## config.mk

```make
export PLATFORM = sky130hd
export DESIGN_NAME = priority_detector_n
export DESIGN_NICKNAME = d
export VERILOG_FILES = /design/src/rtl/prio_det_pkg.sv /design/src/rtl/prio_find_first.sv /design/src/rtl/priority_detector_n.sv
export SDC_FILE = /design/constraint.sdc
export NUM_CORES = 1
export LEC_CHECK = 0
export CAP_MARGIN = 10
export CELL_PAD_IN_SITES_DETAIL_PLACEMENT = 0
export CELL_PAD_IN_SITES_GLOBAL_PLACEMENT = 2
export CORE_ASPECT_RATIO = 1.1
export CORE_MARGIN = 3
export CORE_UTILIZATION = 25
export DETAILED_ROUTE_END_ITERATION = 10
export PLACE_DENSITY_LB_ADDON = 0.1
export SLEW_MARGIN = 20
export SYNTH_ARGS = -nofsm -noshare
export SYNTH_HDL_FRONTEND = slang
export SYNTH_HIERARCHICAL = 1
export SYNTH_SLANG_ARGS = --single-unit
export TNS_END_PERCENT = 10
```

## constraint.sdc

```tcl
create_clock -name clk -period 1.2 [get_ports clk]
set_input_delay 0.24 -clock clk [delete_from_list [all_inputs] [get_ports clk]]
set_output_delay 0.24 -clock clk [all_outputs]
set_load 0.03 [all_outputs]
```

## src/rtl/prio_det_pkg.sv

```systemverilog
// Shared constants and helpers for the registered N-way priority detector.
// Optional mask input is enabled with PRIO_DET_MASK_EN.
package prio_det_pkg;

  localparam int PRIO_MODE_FIXED = 0;
  localparam int PRIO_MODE_RR    = 1;
  localparam int PRIO_MAX_N      = 32;

  function automatic logic [PRIO_MAX_N-1:0] onehot_from_idx(
    input logic [4:0] idx
  );
    return {{(PRIO_MAX_N-1){1'b0}}, 1'b1} << idx;
  endfunction

endpackage

```

## src/rtl/prio_find_first.sv

```systemverilog
// Combinational search for the first set bit at or after a start index,
// wrapping modulo N.
module prio_find_first
  import prio_det_pkg::*;
#(
  parameter int N    = 8,
  parameter int IDXW = $clog2(N)
) (
  input  logic [N-1:0]    vec,
  input  logic [IDXW-1:0] start,
  output logic            found,
  output logic [IDXW-1:0] idx
);

  logic [N-1:0]  rot;
  logic [IDXW-1:0] pos;
  logic [IDXW:0] sum;

  always_comb begin
    rot = N'({vec, vec} >> start);
    pos = '0;
    for (int i = N - 1; i >= 0; i--) begin
      if (rot[i]) pos = IDXW'(i);
    end
    found = |vec;
    // un-rotate with an explicit wrap so N need not be a power of two
    sum = {1'b0, start} + {1'b0, pos};
    if (sum >= (IDXW+1)'(N)) begin
      idx = IDXW'(sum - (IDXW+1)'(N));
    end else begin
      idx = sum[IDXW-1:0];
    end
  end

endmodule

```

## src/rtl/priority_detector_n.sv

```systemverilog
// Registered N-way priority detector: fixed or round-robin winner behind a
// valid/ready slot. Define PRIO_DET_MASK_EN to add a per-channel mask input.
module priority_detector_n
  import prio_det_pkg::*;
#(
  parameter int N    = 8,
  parameter int IDXW = $clog2(N),
  parameter int MODE = PRIO_MODE_FIXED
) (
  input  logic            clk,
  input  logic            rst_n,
  input  logic [N-1:0]    req,
`ifdef PRIO_DET_MASK_EN
  input  logic [N-1:0]    mask,
`endif
  output logic            valid_out,
  input  logic            ready_in,
  output logic [N-1:0]    grant,
  output logic [IDXW-1:0] grant_idx,
  output logic            busy_any
);

  logic [N-1:0]    eff;
  logic            found;
  logic [IDXW-1:0] win;
  logic [IDXW-1:0] ptr;
  logic [IDXW-1:0] ptr_nxt;
  logic [IDXW-1:0] start;
  logic [IDXW-1:0] idx_inc;
  logic            hs;
  logic            open_slot;

`ifdef PRIO_DET_MASK_EN
  assign eff = req & ~mask;
`else
  assign eff = req;
`endif

  assign hs        = valid_out & ready_in;
  assign open_slot = ~valid_out | ready_in;

  assign idx_inc = (grant_idx == IDXW'(N - 1)) ? '0
                                               : grant_idx + IDXW'(1);

  // a handshake-load searches from the pointer as advanced by that handshake
  assign ptr_nxt = (MODE == PRIO_MODE_RR && hs) ? idx_inc : ptr;
  assign start   = (MODE == PRIO_MODE_RR) ? ptr_nxt : '0;

  prio_find_first #(
    .N    (N),
    .IDXW (IDXW)
  ) u_find (
    .vec   (eff),
    .start (start),
    .found (found),
    .idx   (win)
  );

  always_ff @(posedge clk or negedge rst_n) begin
    if (!rst_n) begin
      valid_out <= 1'b0;
      grant     <= '0;
      grant_idx <= '0;
      busy_any  <= 1'b0;
      ptr       <= '0;
    end else begin
      busy_any <= |eff;
      ptr      <= ptr_nxt;
      if (open_slot) begin
        valid_out <= found;
        grant_idx <= found ? win : '0;
        grant     <= found ? N'(onehot_from_idx(5'(win))) : '0;
      end
    end
  end

endmodule

```

### After elaboration in Yosys (flattened, before gate mapping)

Index checks and enable logic that the tools add are counted.

* add/sub/neg operators: 1
* reductions and logical operators: 1
* div/mod/pow operators: 0
* muxes and demuxes: 11
* shift-type cells: 1
* bitwise logic cells: 2
* multipliers: 0
* equal/unequal tests: 0
* order comparisons: 1

Operators by type and width (number)
* $mux 3: 10
* $mux 8: 1
* $reduce_or 8->1: 1
* $shl 1x3->8 const A: 1
* $ge 3x4->1 const B: 1
* $sub 3x1->3 const B: 1
* $not 1->1: 1
* $or 1x1->1: 1

* memories: 0
* memory bits (read-only): 0
* latch bits: 0
* memory bits (writable): 0
* output and inout port bits: 13
* register bits after elaboration: 13
* word-level logic and storage cells: 21
* input port bits: 11

### Logic depth before layout (Yosys ltp)

Gate-level depths: netlist of the first run.

* depth after elaboration: 12
* mapped depth: 13
* depth with buffers taken out: 12

### Cells and area by module

Netlist of the first run, hierarchy kept.

By module, submodules not included
* priority_detector_n: area each 580.6 um^2, seq. area each 325.3 um^2, instances 1, cells an instance 51
* prio_find_first: area each 478.0 um^2, seq. area each 0.0 um^2, instances 1, cells an instance 42

### Worst setup path before layout of the first run

OpenSTA, ideal clock, no wires.

* path type: input to register
* from: input port req[1]
* to: register grant[6]
* cell stages on the path: 8
* required time: 1.105 ns
* path slack: -1.044 ns
* setup time: 0.095 ns
* buffers on the path: 0
* data arrival time: 2.149 ns
* path through: mux4_1 -> mux2_2 -> a211oi_2 -> nand2_1 -> fa_1 -> inv_1 -> nand2b_1 -> o31ai_1

* cells in the longest elaborated chain, start to end: 6
* elaborated cells on any way between the ends: 8
* classes of those cells: add/sub: 1; order compare: 1; shift: 1; mux: 4; reduce/logical: 1

Ends and longest elaborated chain
* from (decl): line priority_detector_n.sv:12 `input logic [N-1:0] req,`
* $mux 3 * (2 in series): line prio_find_first.sv:23 `if (rot[i]) pos = IDXW'(i);`
* $ge 3x4->1 / $sub 3x1->3 (equally long branches): line prio_find_first.sv:28, prio_find_first.sv:29
* $mux 3 *: line prio_find_first.sv:28 `if (sum >= (IDXW+1)'(N)) begin`
* via win[1]: line priority_detector_n.sv:25 `logic [IDXW-1:0] win;`
* $shl 1x3->8 *: line prio_det_pkg.sv:12 `return {{(PRIO_MAX_N-1){1'b0}}, 1'b1} << idx;`
* $mux 8 *: line priority_detector_n.sv:72 `grant <= found ? N'(onehot_from_idx(5'(win))) : '0;`
* to (signal assigned): line priority_detector_n.sv:72
* to (decl): line priority_detector_n.sv:18 `output logic [N-1:0] grant,`

Mark *: on every way through the listed nets, which the timed path passes. The rest lies on a longest branch.
A chain may end at the register's enable or synchronous reset.

### Worst setup path in the final report of the first run

* from: input port req[4]
* to: register grant[6]

* cells in the longest elaborated chain, start to end: 9
* elaborated cells on any way between the ends: 11
* classes of those cells: add/sub: 1; order compare: 1; shift: 1; mux: 7; reduce/logical: 1

Ends and longest elaborated chain (line)
* $mux 3 * (5 in series): prio_find_first.sv:23
* $ge 3x4->1 / $sub 3x1->3 (equally long branches): prio_find_first.sv:28, prio_find_first.sv:29
* $mux 3 *: prio_find_first.sv:28
* via win[1]: priority_detector_n.sv:25
* $shl 1x3->8 *: prio_det_pkg.sv:12
* $mux 8 *: priority_detector_n.sv:72

Marks and branches as above.

==> results of run 1 <==
cells in the mapped netlist, drive strengths merged, types with 3 or more instances:
cell	instances	area, sq um
mux4	8	203
mux2	3	33.8
mux2i	4	40.0
nor4	4	25.0
nand2b	4	25.0
o31ai	6	45.0
dfrtp	13	325
o21ai	3	15.0
inv	4	15.0
buf	5	43.8
nand3b	11	82.6
nand2	8	30.0
critical path: stages:
cell and delay, ns:
buf_6 0.09, mux4_2 0.49, mux2i_2 0.21, nand2_1 0.11, o211ai_1 0.19, nand2_1 0.09
fa_1 0.45, inv_2 0.14, nand2b_4 0.08, o31ai_2 0.20
logic make-up after synthesis:
logic type / after synthesis / share of synthesized area [%]
and+or+nand+nor: 33 / 19.1
DFF: 13 / 30.7
other: 1 / 0.354
adders and majority gates: 2 / 3.07
AOI/OAI and AO/OA: 17 / 13.0
buffers and inverters: 10 / 5.91
muxes: 15 / 26.1
xor gates and xnor gates: 2 / 1.66
final cells by class:
class | instances | area [sq um]
Fill cell | 419 | 2240
Multi-Input combinational cell | 74 | 901
Timing Repair Buffer | 53 | 430
Sequential cell | 13 | 325
Tap cell | 52 | 65.1
Clock buffer | 4 | 45.0
Inverter | 4 | 15.0
worst min path at each step:
stage | end | slack [ns] | startpoint | cells after the start
after global placement | grant_idx[0] | 0.50 | grant_idx[0] | 2
after global routing | grant[1] | 0.34 | rst_n | 2
after floorplan | busy_any | -0.06 | rst_n | 0
final | grant[1] | 0.31 | rst_n | 2
after detailed placement | grant[1] | 0.50 | grant[1] | 2
after CTS | grant[7] | 0.32 | rst_n | 2
per-layer routing:
metal | wire length, um | vias to the layer above
met2 | 1720 | 29
li1 | - | 461
met5 | 0 | -
met4 | 76 | 0
met3 | 135 | 6
met1 | 1160 | 494
registers in the layout, indices dropped and copies added, names as in the netlist:
signal	count
grant_idx	3
grant	8
busy_any	1
valid_out	1
power by group:
| part | internal (uW) | switching (uW) | total, uW |
|---|---|---|---|
| registers | 516 | 42.0 | 558 |
| logic | 582 | 624 | 1210 |
| clock network | 234 | 147 | 380 |
| total | 1330 | 813 | 2150 |
what timing repair did:
action	CTS	global route
hold buffers	0	0
pin swaps	18	13
buffers inserted	8	2
setup endpoints to repair	13	13
hold endpoints to repair	0	0
gates resized for setup	70	17
metrics by stage:
stage                     cells  instance area [sq um]  TNS (ns)
after detailed placement    186                   1440    -17.23
after CTS                   198                   1690     -9.81
after floorplan              97                   1070     -9.68
final                       200                   1780     -9.73
after global routing        200                   1780    -11.07
after global placement      186                   1440    -17.21
==> metrics.yaml, run 1 <==
outcome: "finished, violations left"
violated_checks: "negative setup slack"
holdCritPathClass: "primary input to asynchronous set/reset pin"
pin_count: 24
overflow: 0
vdd_ir_drop_max_mv: 0.407
clk-insertion-delay-late_ns: 0.24
vias_per_cell: 4.95
routed-via-count: 990
die_area_sq_um: 5050
crit-reg2reg-launch: "valid_out"
via_count_of_the_first_global_routing_pass: 1053
worst-endpoint-required_ns: 1.34
final-hold-violation-count: 0
design_power_total_uw: 2150
cts_max_path_buffers: 2
fp.coreArea_sq_um: 4020
clock_root_buffer: "clkbuf_8"
synthesis.instances: 93
timing_max_transition_violations_final: 0
fp-row-count: 24
worst_clock_skew_ns: 0.00317
endpoint: "grant[6]"
finish.net_count: 162
timing.final.setup_violations: 11
clk_pin_slew_ns: 0.05
gp_congestion: 0.883
post_synthesis_sequential_area_ratio_pct: 30.7
grt_pass1_wl_um: 5120
worst-r2r-cell-count: 2
worstSetupStartpoint: "req[4]"
hpwl_um: 2170
htreeDepth: 1
yosys_warnings: 6
met2_usage_pct: 24.5
period_minus_slack_ns: 2.16
synth_cell_types: 31
max_cap_viol_count: 0
cts_buffers: 3
layout.cells.most_common: "buf_4"
buffer_ports.inserted: 23
grt_setup_unrepaired: "yes"
die_w_um: 68.0
synth_seq_cells: 13
detail-route-antenna-nets: 0
timing.final.crit_share_pct: 180
endpoint_kind: "flip-flop"
critical_path_class: "primary input to flip-flop"
route.detailed.wl_per_inst_um: 15.4
worstPathMaxFanout: 5
ratio_of_total_power_to_cell_area_nw_per_um2: 1200
layout.core_utilization_pct: 44.3
antennaDiodeCount: 0
setup.worst_path.start_class: "primary input"
layout.cells.most_common_list: "36 x buf_4, 13 x dfrtp_1, 11 x nand3b_1"
number_of_antenna_violations_at_the_first_check_in_global_routing: 0
initial_core_util_pct: 26.3
synth_area_sq_um: 1060
finalWirelength_um: 3090
timing.critical_path.arrival_ns: 2.30
detailedRoute.firstPassIterationCount: 4
layout-area-overhead-vs-synth_pct: 68.3
power.static_leakage_uw: 0.000767
post_route_drc_violation_count: 0
timing.rr.end: "grant[7]"
worst-r2r-setup-slack_ns: 0.15
global_route.usage.total_pct: 13.1
post_synth.cell_area_avg_sq_um: 11.4
chipHeight_um: 74.2
postSynth.asyncResetShare_pct: 100
global_route.usage.met3_pct: 1.36
cts_tree: "built"
grt_busiest_layer: "met2"
share_of_layout_cells_above_drive_strength_1_pct: 64.2
most_used_dff_post_synth: "dfrtp_1"
pre_cts_ws_ns: -1.57
grt.met1_usage_pct: 14.5
number_of_flops_mapped_to_enable_cells_by_yosys: 0
final.hold.worst_slack_ns: 0.310
cts_sinks: 13
grt_max_degree: 14
timing.final.ws_setup_ns: -0.961
fmax_mhz: 463
drt-initial-drc-count: 74
Power figures use the tool's default switching activity.
==> run 2, diff against run 1 <==
Settings changed: CORE_UTILIZATION 25 to 33, CTS_BUF_LIST from default to sky130_fd_sc_hd__clkbuf_4.
==> run 2 against run 1 <==
Compared with the run above:
- the flow still finishes with violations (negative setup slack)
- sequential share of layout area is 1.3 points higher
- clock skew about the same
- final cell count is 9.5% lower
- critical path depth rose by 1
- via count down 4.0%
- critical endpoint is now grant[4]
- largest cell class unchanged
==> metrics.yaml, run 2 (synthesis results as in run 1) <==
holdCritPathClass: "primary input to asynchronous set/reset pin"
htreeDepth: 1
max_flop_register: "grant"
number_of_antenna_violations_at_the_first_check_in_global_routing: 0
critical_path_class: "primary input to flip-flop"
fmax_mhz: 477
timing.final.ws_setup_ns: -0.895
antennaDiodeCount: 0
overflow: 0
num-fill-cells: 251
vias_per_cell: 5.25
crit_top_cell: "buf_4"
clk_pin_slew_ns: 0.08
fp-row-count: 20
timing.final.setup_violations: 13
die_area_sq_um: 3920
violated_checks: "negative setup slack"
cts_sinks: 13
post_route_drc_violation_count: 0
grt_pass1_wl_um: 4730
route.detailed.wl_per_inst_um: 15.8
pin_count: 24
vdd_ir_drop_max_mv: 1.30
clk-insertion-delay-late_ns: 0.28
timing.final.crit_share_pct: 175
layout.cells.most_common: "buf_4"
layout.cells.most_common_list: "38 x buf_4, 13 x dfrtp_1, 11 x nand3b_1"
critical_path.max_stage_delay_ns: 0.47
gp_congestion: 0.854
finish.net_count: 162
timing.critical_path.arrival_ns: 2.28
cell_family_with_the_largest_share_of_critical_path_delay: "multiplexers"
drt-initial-drc-count: 43
cell_internal_power_uw: 1220
worst_path_max_delay_cell: "mux4_2"
period_minus_slack_ns: 2.09
endpoint_kind: "flip-flop"
via_count_of_the_first_global_routing_pass: 993
timing_max_transition_violations_final: 0
pwr-share-seq_pct: 27.8
largest_register_ff_count: 8
die_w_um: 60
critical_path.n_buffers_inverters: 5
outcome: "finished, violations left"
worst-path-stages: 11
layout-area-overhead-vs-synth_pct: 57.3
switching_power_summed_over_all_nets_uw: 780
routed-via-count: 950
fp.coreArea_sq_um: 2900
cts_max_path_buffers: 2
finalWirelength_um: 2850
grt_max_degree: 14
power.combinational.fraction_pct: 57.1
grt_setup_unrepaired: "yes"
pre_cts_ws_ns: -1.63
buffer_ports.inserted: 23
design_area_sq_um: 1670
cts_tree: "built"
design_power_total_uw: 2000
path_cells: "buf_2 > mux4_2 > mux2i_1 > buf_4 > buf_4 > buf_4 > a21bo_2 > a31oi_1 > ha_2 > buf_4 > o41ai_2"
final-hold-violation-count: 0
worst_clock_skew_ns: 0.00295
reg_top3: "grant x8, grant_idx x3"
layout.core_utilization_pct: 57.4
detail-route-antenna-nets: 0
worst-r2r-cell-count: 2
power.static_leakage_uw: 0.000743
cts_buffers: 3
hpwl_um: 2010
clock_root_buffer: "clkbuf_4"
chipHeight_um: 65.4
ratio_of_total_power_to_cell_area_nw_per_um2: 1200
clock_power_share_pct: 15.0
power_switching_share_pct: 38.9
share_of_layout_cells_above_drive_strength_1_pct: 61.5
setup.worst_path.start_class: "primary input"
max_cap_viol_count: 0
detailedRoute.firstPassIterationCount: 4
post_place_instance_area_sq_um: 1420
global_route.usage.total_pct: 15.8
worst-endpoint-required_ns: 1.38
worstPathMaxFanout: 6
final.hold.worst_slack_ns: 0.250
initial_core_util_pct: 36.5
run 2: cell count changes in the layout (fill, tap and decap cells not counted), moves of 2 or more:
cell	delta
buf_4	+2
clkbuf_4	+4
nand2b_1	+2
buf_6	-2
clkbuf_8	-3
o31ai_1	+2
nand2b_4	-2
run 2: stage by stage:
| stage | setup TNS, ns | cells |
|---|---|---|
| floorplan | -9.68 | 97 |
| global placement | -17.20 | 167 |
| detailed placement | -17.39 | 167 |
| CTS | -9.28 | 181 |
| global route | -10.42 | 181 |
| finish | -9.30 | 181 |
run 2: final timing paths:
| kind | endpoint | start | slack, ns |
|---|---|---|---|
| setup / recovery | grant[4] | req[5] | -0.89 |
| setup reg to reg | grant[5] | valid_out | 0.17 |
| hold reg to reg | grant_idx[2] | grant_idx[2] | 0.53 |
| max in group asynchronous | grant[5] | rst_n | 0.79 |
| min in group clk | busy_any | req[1] | 0.28 |
| hold / removal | grant[0] | rst_n | 0.25 |
run 2: worst reg2reg max path, stage by stage, from the launching register on:
cell	delay, ns
dfrtp_1	0.37
nor2b_4	0.40
o31ai_1	0.14
run 2: timing repair:
action / in CTS / in global routing
setup buffers: 10 / 1
endpoints found under the setup margin: 13 / 13
gates resized for setup: 60 / 15
hold buffers: 0 / 0
pin swaps: 15 / 8
run 2: final cells by class:
type	count	area, sq um	share of cell area (%)
Inverter	4	17.5	1.05
Timing Repair Buffer	53	422	25.3
Tap cell	33	41.3	2.48
Multi-Input combinational cell	74	830	49.8
Sequential cell	13	325	19.5
Clock buffer	4	30.0	1.80
run 2: power groups by stage:
stage / sequential [uW] / clock [uW] / combinational (uW)
floorplan: 719 / 0 / 347
finish: 558 / 302 / 1140
CTS: 559 / 318 / 1040
detailed placement: 566 / 0 / 851
global route: 566 / 325 / 1240
global placement: 563 / 0 / 850
run 2: per-layer routing:
layer | vias up | part of all wire, % | wire [um] | track usage (%)
li1 | 460 | - | - | -
met2 | 30 | 48 | 1370 | 23.9
met1 | 457 | 46 | 1320 | 23.0
met3 | 3 | 5.4 | 154 | 3.54
met5 | - | 0 | 0 | 0
met4 | 0 | 0.35 | 10 | 3.32
==> run 3, diff against run 2 <==
Settings changed: CORE_ASPECT_RATIO 1.1 to 1.5, SETUP_SLACK_MARGIN from default to 0.15.
==> run 3 against run 2 <==
Compared with the run above:
- the run still ends with negative setup slack left
- sequential cell count unchanged
- hold slack improved by 0.014 ns
- routed wire length decreased by 2.4%
- largest cell class unchanged
- clock power decreased by 3%
- critical path type unchanged
- cell area decreased by 0.53%
- sequential power increased by 2%
- non-clock buffer count decreased by 5
- first-iteration DRC count decreased by 40%
==> metrics.yaml, run 3 (synthesis results as in run 1) <==
grt_max_degree: 14
setup.worst_path.start_class: "primary input"
clk_pin_slew_ns: 0.08
grt_setup_unrepaired: "yes"
timing.final.crit_share_pct: 172
cts_sinks: 13
met2_usage_pct: 32.6
htreeDepth: 1
finish.net_count: 157
clock_root_buffer: "clkbuf_4"
finalWirelength_um: 2780
initial_core_util_pct: 35.2
power.combinational.fraction_pct: 55.2
power_switching_share_pct: 38.2
layout.cells.most_common_list: "24 x buf_4, 18 x buf_6, 13 x dfrtp_1"
overflow: 0
pin_count: 24
buffer_ports.inserted: 23
detailedRoute.firstPassIterationCount: 3
layout-area-overhead-vs-synth_pct: 56.5
drt-initial-drc-count: 26
placed_cells: 171
worst-endpoint-required_ns: 1.39
cts_buffers: 3
worstPathMaxFanout: 5
grt_busiest_layer: "met2"
die_w_um: 52.2
global_route.usage.met3_pct: 1.76
final-hold-violation-count: 0
period_minus_slack_ns: 2.07
timing.final.setup_violations: 11
final.hold.worst_slack_ns: 0.264
stdcell_count: 182
route.detailed.wl_per_inst_um: 15.3
switching_power_summed_over_all_nets_uw: 735
hpwl_um: 2050
max_flop_register: "grant"
layout.cells.most_common: "buf_4"
global_route.usage.total_pct: 15.3
layout.core_utilization_pct: 55.2
timing.final.ws_setup_ns: -0.868
cts_tree: "built"
detail-route-antenna-nets: 0
cts_max_path_buffers: 2
antennaDiodeCount: 0
via_count_of_the_first_global_routing_pass: 1016
endpoint_kind: "flip-flop"
outcome: "finished, violations left"
die_area_sq_um: 3940
post_route_drc_violation_count: 0
clk-insertion-delay-late_ns: 0.27
fp.coreArea_sq_um: 3000
grt_pass1_wl_um: 4510
share_of_layout_cells_above_drive_strength_1_pct: 58.0
chipHeight_um: 75.4
routed-via-count: 952
timing_max_transition_violations_final: 0
power.static_leakage_uw: 0.000715
reg_top3: "grant x8, grant_idx x3"
clock_power_share_pct: 15.2
pwr-share-seq_pct: 29.6
max_cap_viol_count: 0
ratio_of_total_power_to_cell_area_nw_per_um2: 1160
fmax_mhz: 484
vdd_ir_drop_max_mv: 0.479
number_of_antenna_violations_at_the_first_check_in_global_routing: 0
critical_path_class: "primary input to flip-flop"
violated_checks: "negative setup slack"
holdCritPathClass: "primary input to asynchronous set/reset pin"
gp_congestion: 0.741
design_power_total_uw: 1920
fp-row-count: 24
timing.critical_path.arrival_ns: 2.26
cell_internal_power_uw: 1190
grt.met1_usage_pct: 14.2
largest_register_ff_count: 8
vias_per_cell: 5.23
worst_clock_skew_ns: 0.00151
-- run 3: final timing paths --
path | from | endpoint | slack [ns] | depth (start not counted)
setup / recovery | req[1] | grant[6] | -0.87 | 9
hold / removal | rst_n | grant_idx[1] | 0.26 | 2
setup reg to reg | valid_out | grant[1] | 0.17 | 2
hold reg to reg | grant[5] | grant[5] | 0.54 | 2
max in group asynchronous | rst_n | grant_idx[2] | 0.78 | 2
min in group clk | req[6] | busy_any | 0.28 | 4
-- run 3: cell type report --
class / instances / area, sq um
fill: 272 / 1350
multi-input combinational: 74 / 811
timing repair buffer: 48 / 427
sequential: 13 / 325
tap: 39 / 48.8
clock buffer: 4 / 30.0
inverter: 4 / 15.0
-- run 3: power by group through the flow --
stage               sequential, uW  clock, uW  combinational (uW)
floorplan                      719          0                 347
global placement               561          0                 811
detailed placement             565          0                 814
CTS                            571        302                 988
global route                   580        323                1130
finish                         570        292                1060
-- run 3: timing repair --
item,in CTS,in global routing
cloned,0,0
gates resized for setup,69,11
setup buffers,7,0
pin swaps,15,6
endpoints found under the setup margin,26,25
hold buffers,0,0
-- run 3: stage by stage --
step / instance area (sq um) / setup WS, ns / TNS, ns
finish: 1660 / -0.868 / -8.58
global route: 1660 / -0.984 / -9.59
CTS: 1590 / -0.854 / -8.70
detailed placement: 1410 / -1.57 / -17.17
global placement: 1410 / -1.56 / -17.04
floorplan: 1070 / -1.01 / -9.68
-- run 3: layer usage --
layer	routed length (um)	part of all wire (%)
met3	89	3.2
met2	1720	62
met1	936	34
met4	35	1.3
met5	0	0
-- run 3: worst max-delay path, stage by stage --
cell      delay, ns
buf_6          0.09
mux4_2         0.46
mux2_4         0.31
a211oi_4       0.19
nand2_1        0.10
fa_1           0.45
inv_2          0.12
nand2b_4       0.07
o31ai_2        0.23
